<file path="config.mk">
export PLATFORM = sky130hd
export DESIGN_NAME = envelope_host_ctrl
export DESIGN_NICKNAME = d
export VERILOG_FILES = /design/src/rtl/envelope_host_ctrl.sv
export SDC_FILE = /design/constraint.sdc
export NUM_CORES = 1
export LEC_CHECK = 0
export BUFFER_PORTS_ARGS = -buffer_cell sky130_fd_sc_hd__buf_2
export CAP_MARGIN = 10
export CORE_AREA = 2 2 410 412
export DETAILED_ROUTE_END_ITERATION = 12
export DIE_AREA = 0 0 412 414
export HOLD_SLACK_MARGIN = 0.03
export PLACE_DENSITY = 0.35
export RECOVER_POWER = 100
export SETUP_SLACK_MARGIN = 0.02
export SLEW_MARGIN = 10
export SYNTH_ARGS = -nofsm -noshare
export SYNTH_HDL_FRONTEND = slang
export SYNTH_SLANG_ARGS = --single-unit
</file>
<file path="constraint.sdc">
create_clock -name i_clk -period 7.34 [get_ports i_clk]
set_input_delay 1.468 -clock i_clk [delete_from_list [all_inputs] [get_ports i_clk]]
set_output_delay 1.468 -clock i_clk [all_outputs]
set_load 0.01 [all_outputs]
</file>
<file path="src/rtl/envelope_host_ctrl.sv">
// envelope_host_ctrl: host-side job sequencer for the digital-envelope crypto core
module envelope_host_ctrl #(
  parameter int MAX_INFLIGHT = 4,
  parameter int KEY_TIMEOUT  = 65535
) (
  input  logic         i_clk,
  input  logic         i_rst_n,
  input  logic         i_cmd_valid,
  output logic         o_cmd_ready,
  input  logic         i_cmd_dir,
  input  logic [129:0] i_cmd_cmkey,
  input  logic [7:0]   i_cmd_nblk,
  input  logic         i_din_valid,
  output logic         o_din_ready,
  input  logic [127:0] i_din,
  output logic         o_dout_valid,
  output logic [127:0] o_dout,
  output logic         o_dout_last,
  output logic         o_cmkey_valid,
  output logic [129:0] o_cmkey_out,
  output logic         o_done,
  output logic         o_err,
  output logic         o_spurious,
  output logic         o_crypt_pre,
  output logic         o_den_sel,
  input  logic         i_crypt_ready,
  output logic [129:0] o_de_cmkey,
  input  logic [129:0] i_en_cmkey,
  output logic [127:0] o_blk_in,
  output logic         o_blk_in_sync,
  input  logic [127:0] i_blk_out,
  input  logic         i_blk_out_sync
);
  typedef enum logic [2:0] {S_IDLE, S_PRE, S_WAIT_KEY, S_STREAM, S_DONE, S_ERR} state_t;
  state_t r_state, w_next;
  logic         r_up;
  logic [31:0]  r_timer;
  logic [7:0]   r_nblk, r_issued, r_returned;
  logic [3:0]   r_inflight;
  logic         r_dout_valid, r_dout_last, r_cmkey_valid, r_spurious, r_den_sel, r_blk_in_sync;
  logic [127:0] r_dout, r_blk_in;
  logic [129:0] r_cmkey_out, r_de_cmkey;
  logic         w_accept, w_iss, w_ret, w_last, w_key;
  assign w_accept = i_cmd_valid && o_cmd_ready;
  assign w_iss    = i_din_valid && o_din_ready;
  assign w_ret    = i_blk_out_sync && (r_inflight != 4'd0);
  assign w_last   = w_ret && (r_returned + 8'd1 == r_nblk);
  assign w_key    = (r_state == S_WAIT_KEY) && i_crypt_ready;
  always_ff @(posedge i_clk or negedge i_rst_n)
    if (!i_rst_n) r_state <= S_IDLE;
    else r_state <= w_next;
  always_comb begin
    w_next = r_state;
    case (r_state)
      S_IDLE:     w_next = w_accept ? S_PRE : S_IDLE;
      S_PRE:      w_next = S_WAIT_KEY;
      S_WAIT_KEY: w_next = i_crypt_ready ? ((r_nblk == 8'd0) ? S_DONE : S_STREAM) :
                           (r_timer == 32'(KEY_TIMEOUT)) ? S_ERR : S_WAIT_KEY;
      S_STREAM:   w_next = w_last ? S_DONE : S_STREAM;
      default:    w_next = S_IDLE;
    endcase
  end
  // r_up keeps cmd_ready low while reset is held and for the release cycle
  always_comb begin
    o_cmd_ready = r_up && (r_state == S_IDLE);
    o_crypt_pre = r_state == S_PRE;
    o_din_ready = (r_state == S_STREAM) && (r_issued < r_nblk) && (r_inflight < 4'(MAX_INFLIGHT));
    o_done      = (r_state == S_DONE) || (r_state == S_ERR);
    o_err       = r_state == S_ERR;
  end
  always_ff @(posedge i_clk or negedge i_rst_n)
    if (!i_rst_n) begin
      r_up          <= 1'b0;
      r_timer       <= '0;
      r_nblk        <= '0;
      r_issued      <= '0;
      r_returned    <= '0;
      r_inflight    <= '0;
      r_dout_valid  <= 1'b0;
      r_dout_last   <= 1'b0;
      r_cmkey_valid <= 1'b0;
      r_spurious    <= 1'b0;
      r_den_sel     <= 1'b0;
      r_blk_in_sync <= 1'b0;
      r_dout        <= '0;
      r_blk_in      <= '0;
      r_cmkey_out   <= '0;
      r_de_cmkey    <= '0;
    end else begin
      r_up          <= 1'b1;
      r_blk_in_sync <= w_iss;
      r_dout_valid  <= w_ret;
      r_dout_last   <= w_last;
      r_cmkey_valid <= w_key && !r_den_sel;
      r_timer       <= (r_state == S_PRE) ? 32'd0 :
                       (r_state == S_WAIT_KEY && !i_crypt_ready) ? r_timer + 32'd1 : r_timer;
      r_spurious    <= w_accept ? 1'b0 : (i_blk_out_sync && r_inflight == 4'd0) ? 1'b1 : r_spurious;
      if (w_accept) begin
        r_den_sel  <= i_cmd_dir;
        r_de_cmkey <= i_cmd_cmkey;
        r_nblk     <= i_cmd_nblk;
        r_issued   <= '0;
        r_returned <= '0;
        r_inflight <= '0;
      end else begin
        r_issued   <= r_issued + {7'd0, w_iss};
        r_returned <= r_returned + {7'd0, w_ret};
        r_inflight <= r_inflight + {3'd0, w_iss} - {3'd0, w_ret};
      end
      if (w_iss) r_blk_in <= i_din;
      if (w_ret) r_dout <= i_blk_out;
      if (w_key && !r_den_sel) r_cmkey_out <= i_en_cmkey;
    end
  assign o_dout_valid  = r_dout_valid;
  assign o_dout_last   = r_dout_last;
  assign o_dout        = r_dout;
  assign o_cmkey_valid = r_cmkey_valid;
  assign o_cmkey_out   = r_cmkey_out;
  assign o_spurious    = r_spurious;
  assign o_den_sel     = r_den_sel;
  assign o_de_cmkey    = r_de_cmkey;
  assign o_blk_in      = r_blk_in;
  assign o_blk_in_sync = r_blk_in_sync;
endmodule

</file>
# [Word-level counts from Yosys, hierarchy flattened]
# Index checks and enable logic that the tools add are counted.
[word_totals] reg_bits=586 latchBits=0 ramBits=0 mem_bits_ro=0 n_memories=0
[op_classes] n_addsub=6 mul=0 n_div=0 magnitude_cmp=2 n_eq_ne=7 shifts=0 n_mux=13 bitwise=0 n_reduce_logical=20
[op_table] op="32-bit two-way mux" count=2
[op_table] op="32-bit by 1-bit adder with 32-bit output (second input constant)" count=1
[op_table] op="32-bit by 16-bit == test with 1-bit output (second input constant)" count=1
[op_table] op="8-bit by 1-bit adder with 8-bit output" count=2
[op_table] op="8-bit two-way mux" count=2
[op_table] op="3-bit two-way mux" count=4
[op_table] op="3-bit one-hot mux with 4 select lines" count=1
[op_table] op="1-bit logical AND" count=11
[op_table] op="8-bit by 1-bit adder with 8-bit output (second input constant)" count=1
[op_table] op="8-bit == test" count=1
[op_table] op="8-bit zero test" count=1
[op_table] op="8-bit < comparator" count=1
[op_table] op="3-bit by 2-bit == test with 1-bit output (second input constant)" count=2
[op_table] op="3-bit == test (second input constant)" count=2
[op_table] op="4-bit by 1-bit adder with 4-bit output" count=1
[op_table] op="4-bit zero test" count=1
[op_table] op="4-bit by 3-bit < comparator with 1-bit output (second input constant)" count=1
[op_table] op="4-bit two-way mux" count=1
[op_table] op="2-bit nonzero test" count=2
[op_table] op="4-bit nonzero test" count=1
[op_table] op="4-bit by 1-bit subtractor with 4-bit output" count=1
[op_table] op="3-bit by 1-bit == test with 1-bit output (second input constant)" count=1
[op_table] op="3-bit zero test" count=1
[op_table] op="1-bit two-way mux" count=3
[op_table] op="other kinds (2)" count=3

# [Depth between registers and ports, before layout]
# Gate-level depths: netlist of the first run.
[logic_depth] ltp_word=7 ltp_mapped=15

# [Least setup slack after synthesis of the first run]
# No wires, ideal clock.
[synth_timing] path_type="input to register" start="input port i_blk_out_sync" end="register r_inflight[1]" setup_time_ps=119 t_arrival_ps=3088 setup_slack_ps=4133 stages=8 path_cell_list="a21bo_2 inv_1 clkbuf_1 ha_1 inv_1 ha_1 fa_1 and2_1"
[synth_between] elab_chain_cells=3
[synth_rtl] item="start, declared" line="32" text="input logic i_blk_out_sync"
[synth_rtl] item="1-bit logical AND" line="46" text="assign w_ret = i_blk_out_sync && (r_inflight != 4'd0);"
[synth_rtl] item="net w_ret" line="43" text="logic w_accept, w_iss, w_ret, w_last, w_key;"
[synth_rtl] item="4-bit by 1-bit subtractor with 4-bit output" line="108" text="r_inflight <= r_inflight + {3'd0, w_iss} - {3'd0, w_ret};"
[synth_rtl] item="4-bit two-way mux" line="98" text="if (w_accept) begin"
[synth_rtl] item="end signal, assigned" line="108"
[synth_rtl] item="end, declared" line="39" text="logic [3:0] r_inflight;"
# The timed path passes the listed nets, and every way through them passes these cells.
# A chain may end at the register's enable or synchronous reset.

# [Worst setup path in the final report of the first run]
[layout_timing] start="input port i_blk_out_sync" end="register r_dout[1], in the netlist o_dout[1]"
[layout_between] elab_chain_cells=1
[layout_rtl] item="1-bit logical AND" line="46"
[layout_rtl] item="end signal, assigned" line="111" text="if (w_ret) r_dout <= i_blk_out;"
[layout_rtl] item="end, declared" line="41" text="logic [127:0] r_dout, r_blk_in;"
# Every way passes these cells.

==> insert_results.sql, run 1 <==
INSERT INTO impl_metrics (metric_group, metric, value, unit) VALUES
('clock_network', 'cts_root_buf', 'sky130_fd_sc_hd__clkbuf_16', ''),
('grt', 'grt_remaining_overflow', '0', ''),
('placed_design', 'detailed_place.area', '30760', 'um2'),
('yosys', 'synth.ff_latch_count', '586', ''),
('sta', 'final_min_period_over_clock_period', '70.58', '%'),
('routing', 'route.detailed.vias_per_inst', '3.448', ''),
('placed_design', 'place.detailed.hpwl', '71630', 'um'),
('routing', 'vias', '18501', ''),
('layout', 'post-route-cell-area', '32560', 'um2'),
('yosys', 'synth_top_area_share', '63.97', '%'),
('placed_design', 'place_ws', '3.539', 'ns'),
('routing', 'totalWireLength', '95960', 'um'),
('yosys', 'async_reset_ff_share', '100.0', '%'),
('worst_setup_path', 'cp.buffers_inverters', '4', ''),
('worst_setup_path', 'critPathSlowestCell', 'sky130_fd_sc_hd__clkbuf_1', ''),
('outcome', 'violations_in_the_final_reports', 'capacitance limit, slew limit', ''),
('yosys', 'complex_gate_fraction_of_the_synthesized_area', '1.195', '%'),
('layout', 'finalCoreUtilization', '19.58', '%'),
('yosys', 'synthSimpleGateAreaFrac', '16.91', '%'),
('routing', 'drt-initial-drc-count', '828', ''),
('grt', 'number_of_antenna_violations_at_the_first_check_in_global_routing', '37', ''),
('clock_network', 'cts_tree', 'done', ''),
('worst_setup_path', 'timing_worst_setup_path_type', 'in2reg', ''),
('yosys', 'yosysTopAreaCell', 'sky130_fd_sc_hd__dfrtp_1', ''),
('clock_network', 'insertion_delay', '0.65', 'ns'),
('layout', 'final_cell_count_no_fill', '5366', ''),
('worst_setup_path', 'critPathMaxStageDelay', '2.44', 'ns'),
('yosys', 'yosysWarningCount', '0', ''),
('outcome', 'run_status', 'finished with violations', ''),
('yosys', 'syn_avg_cell_area', '11.29', 'um2'),
('floorplanning', 'die_height', '414', 'um'),
('placed_design', 'placed_cells', '5214', ''),
('floorplanning', 'die_x', '412', 'um'),
('sta', 'rsz0062_at_grt', 'no', ''),
('floorplanning', 'initial_util', '13.78', '%'),
('grt', 'via_count_of_the_first_global_routing_pass', '19283', ''),
('placed_design', 'port_buffers', '1057', ''),
('yosys', 'synth_xor_area_share', '1.872', '%'),
('clock_network', 'h_tree_level_count', '3', ''),
('clock_network', 'cts_setup_buffers', '0', ''),
('yosys', 'post_synth_inst_count', '2031', ''),
('grt', 'aggregate_global_route_resource_usage', '10.89', '%'),
('pwr', 'powerDensity', '411.5', 'nW/um2'),
('yosys', 'synthTopCellsByArea', 'sky130_fd_sc_hd__dfrtp_1, sky130_fd_sc_hd__nand2_1, sky130_fd_sc_hd__mux2_2', ''),
('run', 'drv.max_cap_violation_count', '17', ''),
('routing', 'post_drt_wl_per_cell', '17.88', 'um'),
('floorplanning', 'num_rows', '150', ''),
('yosys', 'synth-adder-area-share', '1.070', '%'),
('pwr', 'leakagePower', '15.35', 'nW'),
('layout', 'area_growth_syn_to_layout', '42.05', '%'),
('clock_network', 'post_cts_hold_buffer_count', '0', ''),
('layout', 'design.final.nets', '3640', ''),
('yosys', 'syn_nets', '2581', ''),
('floorplanning', 'core_area', '166300', 'um2'),
('worst_setup_path', 'critical_path.endpoint_type', 'register', ''),
('sta', 'setup_viol', '0', ''),
('sta', 'final_period_minus_worst_setup_slack', '5.180', 'ns'),
('sta', 'clock_skew', '0.02217', 'ns'),
('worst_setup_path', 'critical_path.cell_chain', 'clkbuf_1, a21bo_2, clkinvlp_2, clkbuf_1, buf_4, nand2_1, nand2_1', ''),
('yosys', 'edff_count_synth', '0', ''),
('sta', 'max_slew_margin', '-142.6', '%'),
('grt', 'grt_pass1_wl', '136900', 'um'),
('worst_setup_path', 'worst_setup_path_start_kind', 'input pin', ''),
('yosys', 'synthesis.area', '22920', 'um2'),
('layout', 'drive_gt1_share', '26.14', '%'),
('floorplanning', 'io_pins', '1058', ''),
('sta', 'final_max_slew_viol_count', '1035', ''),
('placed_design', 'finalWeightedCongestion', '0.8379', ''),
('sta', 'final_hold_viol_count', '0', ''),
('yosys', 'yosysSeqAreaShare', '63.97', '%'),
('layout', 'seqCellArea', '14660', 'um2');
## worst paths after layout
kind	startpoint	endpoint	slack [ns]	cells after the start
max	i_blk_out_sync	o_dout[1]	2.16	7
min	o_de_cmkey[111]	o_de_cmkey[111]	0.47	2
max reg2reg	r_inflight[2]	o_dout[1]	2.33	8
min reg2reg	o_de_cmkey[111]	o_de_cmkey[111]	0.47	2
max in group asynchronous	i_rst_n	o_dout[10]	2.38	2
min in group asynchronous	i_rst_n	o_blk_in[13]	0.89	1
## tightest hold or removal path: stages (launching register included)
cell                      delay, ns
sky130_fd_sc_hd__dfrtp_1       0.34
sky130_fd_sc_hd__nand2_1       0.05
sky130_fd_sc_hd__nand2_1       0.05
## cell usage after synthesis, types with 7 or more instances
master	instances
sky130_fd_sc_hd__o21ai_0	15
sky130_fd_sc_hd__dfrtp_1	586
sky130_fd_sc_hd__buf_4	12
sky130_fd_sc_hd__nand4_1	15
sky130_fd_sc_hd__nand3_1	25
sky130_fd_sc_hd__xnor2_1	18
sky130_fd_sc_hd__and2_1	10
sky130_fd_sc_hd__nor4_1	7
sky130_fd_sc_hd__or3_1	9
sky130_fd_sc_hd__inv_1	22
sky130_fd_sc_hd__buf_2	27
sky130_fd_sc_hd__nand2_1	804
sky130_fd_sc_hd__buf_1	7
sky130_fd_sc_hd__a21oi_1	11
sky130_fd_sc_hd__mux2_1	100
sky130_fd_sc_hd__clkbuf_1	51
sky130_fd_sc_hd__xor2_1	31
sky130_fd_sc_hd__mux2_2	158
sky130_fd_sc_hd__nor2_1	53
sky130_fd_sc_hd__ha_1	18
## sequential cells by signal (all words and copies together), names as in the netlist
register and count:
o_cmkey_out 130, o_blk_in_sync 1, o_de_cmkey 130, r_inflight 4, o_dout_valid 1, o_dout 128
r_returned 8, r_nblk 8, o_cmkey_valid 1, o_dout_last 1, r_up 1, r_timer 32
o_spurious 1, o_blk_in 128, o_den_sel 1, r_state 3, r_issued 8
## kinds of logic (layout without fill, tap and decap cells)
logic type | count (synthesis) | count (layout)
and+or+nand+nor | 955 | 955
adders and majority gates | 19 | 19
xor gates and xnor gates | 49 | 49
AOI/OAI and AO/OA | 44 | 44
buffers and inverters | 119 | 1236
DFF | 586 | 586
muxes | 258 | 258
other | 1 | 15
## per-stage QoR
step | power [mW] | hold WS (ns)
after CTS | 14.04 | 0.4708
after detailed placement | 9.942 | 0.4564
after global routing | 14.34 | 0.4884
final | 13.40 | 0.4702
after global placement | 9.923 | 0.4535
after floorplan | 7.525 | 0.5049
## power by group
group / leakage (nW) / internal, mW / switching (mW) / total [mW]
clock: 1.28 / 2.34 / 1.58 / 3.92
sequential: 7.22 / 4.54 / 0.780 / 5.32
combinational: 6.85 / 1.63 / 2.53 / 4.16
total: 15.4 / 8.51 / 4.89 / 13.4
## layer usage
| metal | share of wire (%) | vias up | GRT usage (%) |
|---|---|---|---|
| li1 | - | 8703 | - |
| met1 | 39 | 8989 | 12.41 |
| met2 | 50 | 635 | 18.81 |
| met3 | 7.8 | 154 | 3.573 |
| met4 | 2.8 | 20 | 4.021 |
| met5 | 0.13 | - | 0 |
## final cells by class
class	instances	area share [%]
clock buffer	110	6.890
multi-input combinational	1326	23.64
clock inverter	28	1.026
inverter	22	0.2575
tap	2204	8.469
timing repair buffer	1076	14.58
antenna	14	0.1076
sequential	586	45.04
(Power assumes the default switching activity.)
==> run 2: changes to the inputs <==
Settings changed: CORE_AREA 2 2 410 412 to 2 2 413 415, DIE_AREA 0 0 412 414 to 0 0 415 417.
Clock period 7.34 ns to 4.6 ns, I/O delays scaled along.
==> run 2 against run 1 <==
The run still ends with capacitance limit, slew limit left. Worst hold slack worse by 0.047 ns. Die area rose by 1.5%. Critical path type is now reg2reg. Highest routed layer unchanged. Power is 59% higher. Largest power group unchanged.
==> insert_results.sql, run 2 (synthesis results as in run 1) <==
INSERT INTO impl_metrics (metric_group, metric, value, unit) VALUES
('pwr', 'power.ir.vdd_worst', '0.2719', 'mV'),
('clock_network', 'worst_setup_hold_path_clk_slew', '0.06', 'ns'),
('floorplanning', 'io_pins', '1058', ''),
('sta', 'setup_viol', '0', ''),
('layout', 'multi_input_comb_area', '7730', 'um2'),
('worst_setup_path', 'critPathSlowestCell', 'sky130_fd_sc_hd__a21bo_1', ''),
('sta', 'clock.fmax', '276.3', 'MHz'),
('pwr', 'powerDensity', '651.3', 'nW/um2'),
('hold_path', 'min-delay-path-class', 'in2reg', ''),
('placed_design', 'port_buffers', '1057', ''),
('sta', 'final_period_minus_worst_setup_slack', '3.619', 'ns'),
('outcome', 'run_status', 'finished with violations', ''),
('sta', 'rsz0062_at_grt', 'no', ''),
('sta', 'final_max_slew_viol_count', '273', ''),
('floorplanning', 'die_height', '417', 'um'),
('clock_network', 'clockBufferDepth', '3', ''),
('sta', 'worst-slew-pin-transition', '2.548', 'ns'),
('layout', 'design.final.nets', '3657', ''),
('run', 'drv.max_cap_violation_count', '5', ''),
('pwr', 'fin_total_pwr', '21.30', 'mW'),
('floorplanning', 'core_area', '168500', 'um2'),
('placed_design', 'place.detailed.hpwl', '79020', 'um'),
('routing', 'vias', '18579', ''),
('worst_setup_path', 'timing_worst_setup_path_type', 'reg2reg', ''),
('grt', 'via_count_of_the_first_global_routing_pass', '19462', ''),
('sta', 'max_slew_margin', '-69.89', '%'),
('layout', 'mostFrequentLayoutCell', 'sky130_fd_sc_hd__nand2_1', ''),
('routing', 'drt-initial-drc-count', '803', ''),
('layout', 'area_growth_syn_to_layout', '42.66', '%'),
('routing', 'route.antenna.remaining_nets', '0', ''),
('sta', 'clock_skew', '0.03640', 'ns'),
('sta', 'finalSetupTns', '0', 'ns'),
('placed_design', 'finalWeightedCongestion', '0.8081', ''),
('clock_network', 'cts_setup_buffers', '0', ''),
('layout', 'drive_gt1_share', '26.27', '%'),
('floorplanning', 'die_x', '415', 'um'),
('worst_setup_path', 'cp.buffers_inverters', '2', ''),
('worst_setup_path', 'critical_path.cell_chain', 'inv_1, ha_1, a21bo_1, buf_4, nand2_1, nand2_1', ''),
('routing', 'dr.pass1.iters', '4', ''),
('clock_network', 'h_tree_level_count', '3', ''),
('worst_setup_path', 'worst_setup_path_start_kind', 'register', ''),
('clock_network', 'insertion_delay', '0.68', 'ns'),
('clock_network', 'post_cts_hold_buffer_count', '0', ''),
('grt', 'grt_pass1_wl', '145100', 'um'),
('floorplanning', 'die_area', '173100', 'um2'),
('layout', 'seqCellArea', '14660', 'um2'),
('grt', 'aggregate_global_route_resource_usage', '11.56', '%'),
('worst_setup_path', 'timing.critical_path.required', '5.20', 'ns'),
('floorplanning', 'num_rows', '151', ''),
('clock_network', 'cts_resized', '0', ''),
('routing', 'post_drt_wl_per_cell', '19.08', 'um'),
('layout', 'top_library_cells_by_usage_in_the_layout_fill_and_taps_aside', 'sky130_fd_sc_hd__nand2_1, sky130_fd_sc_hd__dfrtp_1, sky130_fd_sc_hd__clkbuf_1', ''),
('clock_network', 'numClockSinks', '586', ''),
('clock_network', 'cts_tree', 'done', ''),
('floorplanning', 'initial_util', '13.60', '%'),
('pwr', 'leakagePower', '15.45', 'nW'),
('grt', 'grt_remaining_overflow', '0', ''),
('clock_network', 'cts_root_buf', 'sky130_fd_sc_hd__clkbuf_16', ''),
('grt', 'grt_max_degree', '131', ''),
('worst_setup_path', 'critical_path.most_common_cell', 'sky130_fd_sc_hd__nand2_1', ''),
('worst_setup_path', 'crit_fanout', '76', ''),
('outcome', 'violations_in_the_final_reports', 'capacitance limit, slew limit', ''),
('routing', 'post-route-drc-count', '0', ''),
('routing', 'totalWireLength', '102700', 'um'),
('clock_network', 'cts-buffers-inserted', '79', ''),
('grt', 'number_of_antenna_violations_at_the_first_check_in_global_routing', '27', ''),
('worst_setup_path', 'critPathMaxStageDelay', '1.55', 'ns'),
('layout', 'final.fill_count', '18945', ''),
('worst_setup_path', 'cp.arrival', '4.22', 'ns'),
('worst_setup_path', 'critical_path.endpoint_type', 'register', ''),
('sta', 'final_hold_viol_count', '0', ''),
('routing', 'route.detailed.vias_per_inst', '3.449', ''),
('sta', 'final_min_period_over_clock_period', '78.68', '%'),
('worst_setup_path', 'crit_family', 'compound AO/OA/AOI/OAI gates', '');
-- run 2: changes by cell type in the layout (fill, tap and decap cells not counted), moves of 4 or more --
cell and change:
sky130_fd_sc_hd__buf_12 +8, sky130_fd_sc_hd__diode_2 -6, sky130_fd_sc_hd__clkbuf_1 +8, sky130_fd_sc_hd__bufinv_16 -4
-- run 2: worst paths after layout --
kind                            slack, ns             end  depth (start not counted)      startpoint
worst min-delay path                 0.42      o_dout[91]                          3   i_blk_out[91]
worst max-delay path                 0.98      o_dout[53]                          6   r_inflight[2]
worst max register to register       0.98      o_dout[53]                          6   r_inflight[2]
min in group asynchronous            0.97    o_blk_in[57]                          1         i_rst_n
worst min register to register       0.47  o_de_cmkey[45]                          2  o_de_cmkey[45]
max in group asynchronous            1.25  o_de_cmkey[33]                          2         i_rst_n
-- run 2: where the power goes --
| part | internal [mW] | switching, mW |
|---|---|---|
| clock | 3.59 | 2.51 |
| combinational | 2.58 | 4.16 |
| sequential | 7.24 | 1.23 |
| total | 13.4 | 7.90 |
-- run 2: worst min-delay path, delay by kind of cell --
family	cells	cell delay, ns
AND/OR/NAND/NOR	2	0.08
buffers and inverters	1	0.08
-- run 2: layer usage --
layer / vias up / track usage, % / routed length (um)
met1: 9147 / 12.68 / 38600
met5: - / 0 / 21
met2: 562 / 20.14 / 52790
met4: 4 / 3.817 / 2903
li1: 8721 / - / -
met3: 145 / 4.723 / 8427
-- run 2: stage by stage --
step	std cells	utilization [%]	area, um2	setup WS (ns)	hold WS, ns
CTS	5377	19.87	33490	0.8902	0.2226
detailed placement	5243	18.39	30990	1.236	0.4563
global placement	5243	18.39	30990	1.240	0.4523
floorplan	2031	-	22920	1.746	0.5049
global route	5384	19.40	32700	0.5576	0.3710
finish	5386	19.40	32700	0.9809	0.4232
-- run 2: area by class of cell --
type / instances / area share, %
Sequential cell: 586 / 44.84
Multi-Input combinational cell: 1326 / 23.64
Timing Repair Buffer: 1092 / 15.07
Tap cell: 2218 / 8.486
Clock buffer: 113 / 7.059
Clock inverter: 21 / 0.5816
Inverter: 22 / 0.2602
Antenna cell: 8 / 0.06122
==> run 3: changes to the inputs <==
Clock period 4.6 ns to 3.08 ns, I/O delays scaled along.
==> run 3 against run 2 <==
The run still ends with capacitance limit, slew limit left. Final cell count increased by 0.39%. Clock power increased by 55%. Via count increased by 0.64%. Clock skew decreased by 0.016 ns. Global-route usage about the same. Sequential share of layout area decreased by 0.29 points. Setup slack got worse by 0.81 ns. Critical path type is now reg2out. Largest power group unchanged.
==> insert_results.sql, run 3 (synthesis results as in run 1) <==
INSERT INTO impl_metrics (metric_group, metric, value, unit) VALUES
('pwr', 'power.sequential.fraction', '39.1', '%'),
('sta', 'clock_skew', '0.02086', 'ns'),
('clock_network', 'clockBufferDepth', '3', ''),
('grt', 'grt_remaining_overflow', '0', ''),
('routing', 'met1_length', '41180', 'um'),
('pwr', 'netSwitchingFraction', '36.77', '%'),
('pwr', 'combPwrFrac', '31.7', '%'),
('floorplanning', 'num_rows', '151', ''),
('sta', 'rsz0062_at_grt', 'no', ''),
('grt', 'number_of_antenna_violations_at_the_first_check_in_global_routing', '15', ''),
('routing', 'post-route-drc-count', '0', ''),
('routing', 'dr.pass1.iters', '5', ''),
('pwr', 'leakagePower', '15.59', 'nW'),
('layout', 'multi_input_comb_area', '7754', 'um2'),
('floorplanning', 'die_x', '415', 'um'),
('pwr', 'power.switching', '11.82', 'mW'),
('routing', 'wl_met3', '6825', 'um'),
('sta', 'max_slew_margin', '-14.99', '%'),
('routing', 'vias', '18698', ''),
('hold_path', 'min-delay-path-class', 'in2reg', ''),
('placed_design', 'port_buffers', '1057', ''),
('sta', 'clock.fmax', '343.9', 'MHz'),
('outcome', 'run_status', 'finished with violations', ''),
('grt', 'aggregate_global_route_resource_usage', '11.59', '%'),
('sta', 'worst-slew-pin-transition', '1.725', 'ns'),
('worst_setup_path', 'timing_worst_setup_path_type', 'reg2out', ''),
('run', 'drv.max_cap_violation_count', '4', ''),
('routing', 'met2RoutedLength', '52750', 'um'),
('pwr', 'powerDensity', '977.0', 'nW/um2'),
('routing', 'route.antenna.remaining_nets', '0', ''),
('floorplanning', 'initial_util', '13.60', '%'),
('routing', 'route.detailed.vias_per_inst', '3.458', ''),
('clock_network', 'cts_root_buf', 'sky130_fd_sc_hd__clkbuf_16', ''),
('clock_network', 'cts_tree', 'done', ''),
('outcome', 'violations_in_the_final_reports', 'capacitance limit, slew limit', ''),
('clock_network', 'numClockSinks', '586', ''),
('pwr', 'fin_total_pwr', '32.16', 'mW'),
('grt', 'via_count_of_the_first_global_routing_pass', '19674', ''),
('routing', 'topRoutingLayerUsed', 'met5', ''),
('placed_design', 'finalWeightedCongestion', '0.7964', ''),
('worst_setup_path', 'cp.arrival', '2.29', 'ns'),
('pwr', 'p_int', '20.34', 'mW'),
('layout', 'design.final.nets', '3677', ''),
('sta', 'final_period_minus_worst_setup_slack', '2.908', 'ns'),
('layout', 'mostFrequentLayoutCell', 'sky130_fd_sc_hd__nand2_1', ''),
('worst_setup_path', 'worst_setup_path_start_kind', 'register', ''),
('layout', 'drive_gt1_share', '26.80', '%'),
('worst_setup_path', 'timing.critical_path.required', '2.46', 'ns'),
('sta', 'final_min_period_over_clock_period', '94.41', '%'),
('routing', 'post_drt_wl_per_cell', '19.07', 'um'),
('sta', 'finalSetupTns', '0', 'ns'),
('layout', 'final.fill_count', '19081', ''),
('pwr', 'power.ir.vdd_worst', '0.3918', 'mV'),
('clock_network', 'cts-buffers-inserted', '81', ''),
('floorplanning', 'io_pins', '1058', ''),
('grt', 'grt_max_degree', '127', ''),
('routing', 'drt-initial-drc-count', '775', ''),
('sta', 'final_hold_viol_count', '0', ''),
('floorplanning', 'die_height', '417', 'um'),
('grt', 'grt_pass1_wl', '146400', 'um'),
('sta', 'setup_viol', '0', ''),
('pwr', 'clockPowerShare', '29.2', '%'),
('floorplanning', 'core_area', '168500', 'um2'),
('layout', 'area_growth_syn_to_layout', '43.60', '%'),
('routing', 'totalWireLength', '103100', 'um'),
('clock_network', 'h_tree_level_count', '3', ''),
('sta', 'holdWs', '0.1282', 'ns'),
('floorplanning', 'die_area', '173100', 'um2'),
('worst_setup_path', 'crit_fanout', '5', ''),
('clock_network', 'worst_setup_hold_path_clk_slew', '0.06', 'ns'),
('sta', 'final_max_slew_viol_count', '203', ''),
('worst_setup_path', 'critical_path.endpoint_type', 'output pin', ''),
('layout', 'seqCellArea', '14660', 'um2'),
('clock_network', 'insertion_delay', '0.68', 'ns'),
('placed_design', 'place.detailed.hpwl', '79930', 'um'),
('layout', 'top_library_cells_by_usage_in_the_layout_fill_and_taps_aside', 'sky130_fd_sc_hd__nand2_1, sky130_fd_sc_hd__dfrtp_1, sky130_fd_sc_hd__clkbuf_1', '');
[run 3: final cells by class]
class / count / share of cell area [%]
Antenna cell: 6 / 0.04561
Inverter: 22 / 0.2585
Sequential cell: 586 / 44.55
Clock inverter: 19 / 0.5740
Tap cell: 2218 / 8.431
Multi-Input combinational cell: 1326 / 23.56
Timing Repair Buffer: 1110 / 15.24
Clock buffer: 120 / 7.348
[run 3: per-stage QoR]
step	cell area (um2)	utilization, %	setup slack [ns]	instances
3_5_place_dp	31140	18.48	0.1167	5261
3_3_place_gp	31140	18.48	0.08661	5261
2_1_floorplan	22920	-	0.2255	2031
5_1_grt	32910	19.53	0.03437	5405
6_report	32920	19.53	0.1721	5407
4_1_cts	33760	20.03	0.02508	5401
[run 3: metal layers]
metal	track usage (%)	up-vias
met5	0	-
met4	3.062	2
met3	3.686	140
met2	20.37	522
met1	13.50	9264
li1	-	8770
[run 3: power by group through the flow]
| stage | logic (mW) | clock network (mW) | registers, mW |
|---|---|---|---|
| after floorplan | 4.09 | 0 | 13.8 |
| after global placement | 11.4 | 0 | 12.5 |
| after detailed placement | 11.4 | 0 | 12.6 |
| after CTS | 11.4 | 9.85 | 12.5 |
| after global routing | 11.2 | 10.1 | 13.0 |
| final | 10.2 | 9.41 | 12.6 |
[run 3: path summary, 6_finish.rpt]
kind / from / endpoint / slack (ns) / cells after the start
max: r_issued[1] / o_din_ready / 0.17 / 5
min: i_cmd_cmkey[9] / o_de_cmkey[9] / 0.13 / 3
max reg2reg: r_issued[1] / o_blk_in[26] / 0.20 / 7
min reg2reg: o_de_cmkey[70] / o_de_cmkey[70] / 0.47 / 2
max in group asynchronous: i_rst_n / o_dout[70] / 0.50 / 4
min in group asynchronous: i_rst_n / o_blk_in[57] / 0.41 / 2
[run 3: critical path, stage by stage, from the launching register on]
cell and delay, ns:
sky130_fd_sc_hd__dfrtp_1 0.42, sky130_fd_sc_hd__ha_1 0.28, sky130_fd_sc_hd__a21o_1 0.17, sky130_fd_sc_hd__a211o_1 0.35, sky130_fd_sc_hd__a21oi_2 0.19, sky130_fd_sc_hd__clkbuf_2 0.20
[run 3: what timing repair did]
item | in CTS | in global routing
endpoints found under the hold margin | 23 | 0
hold buffers | 1 | 0
setup buffers | 0 | 0
resized for setup | 1 | 1
setup endpoints to repair | 1 | 2
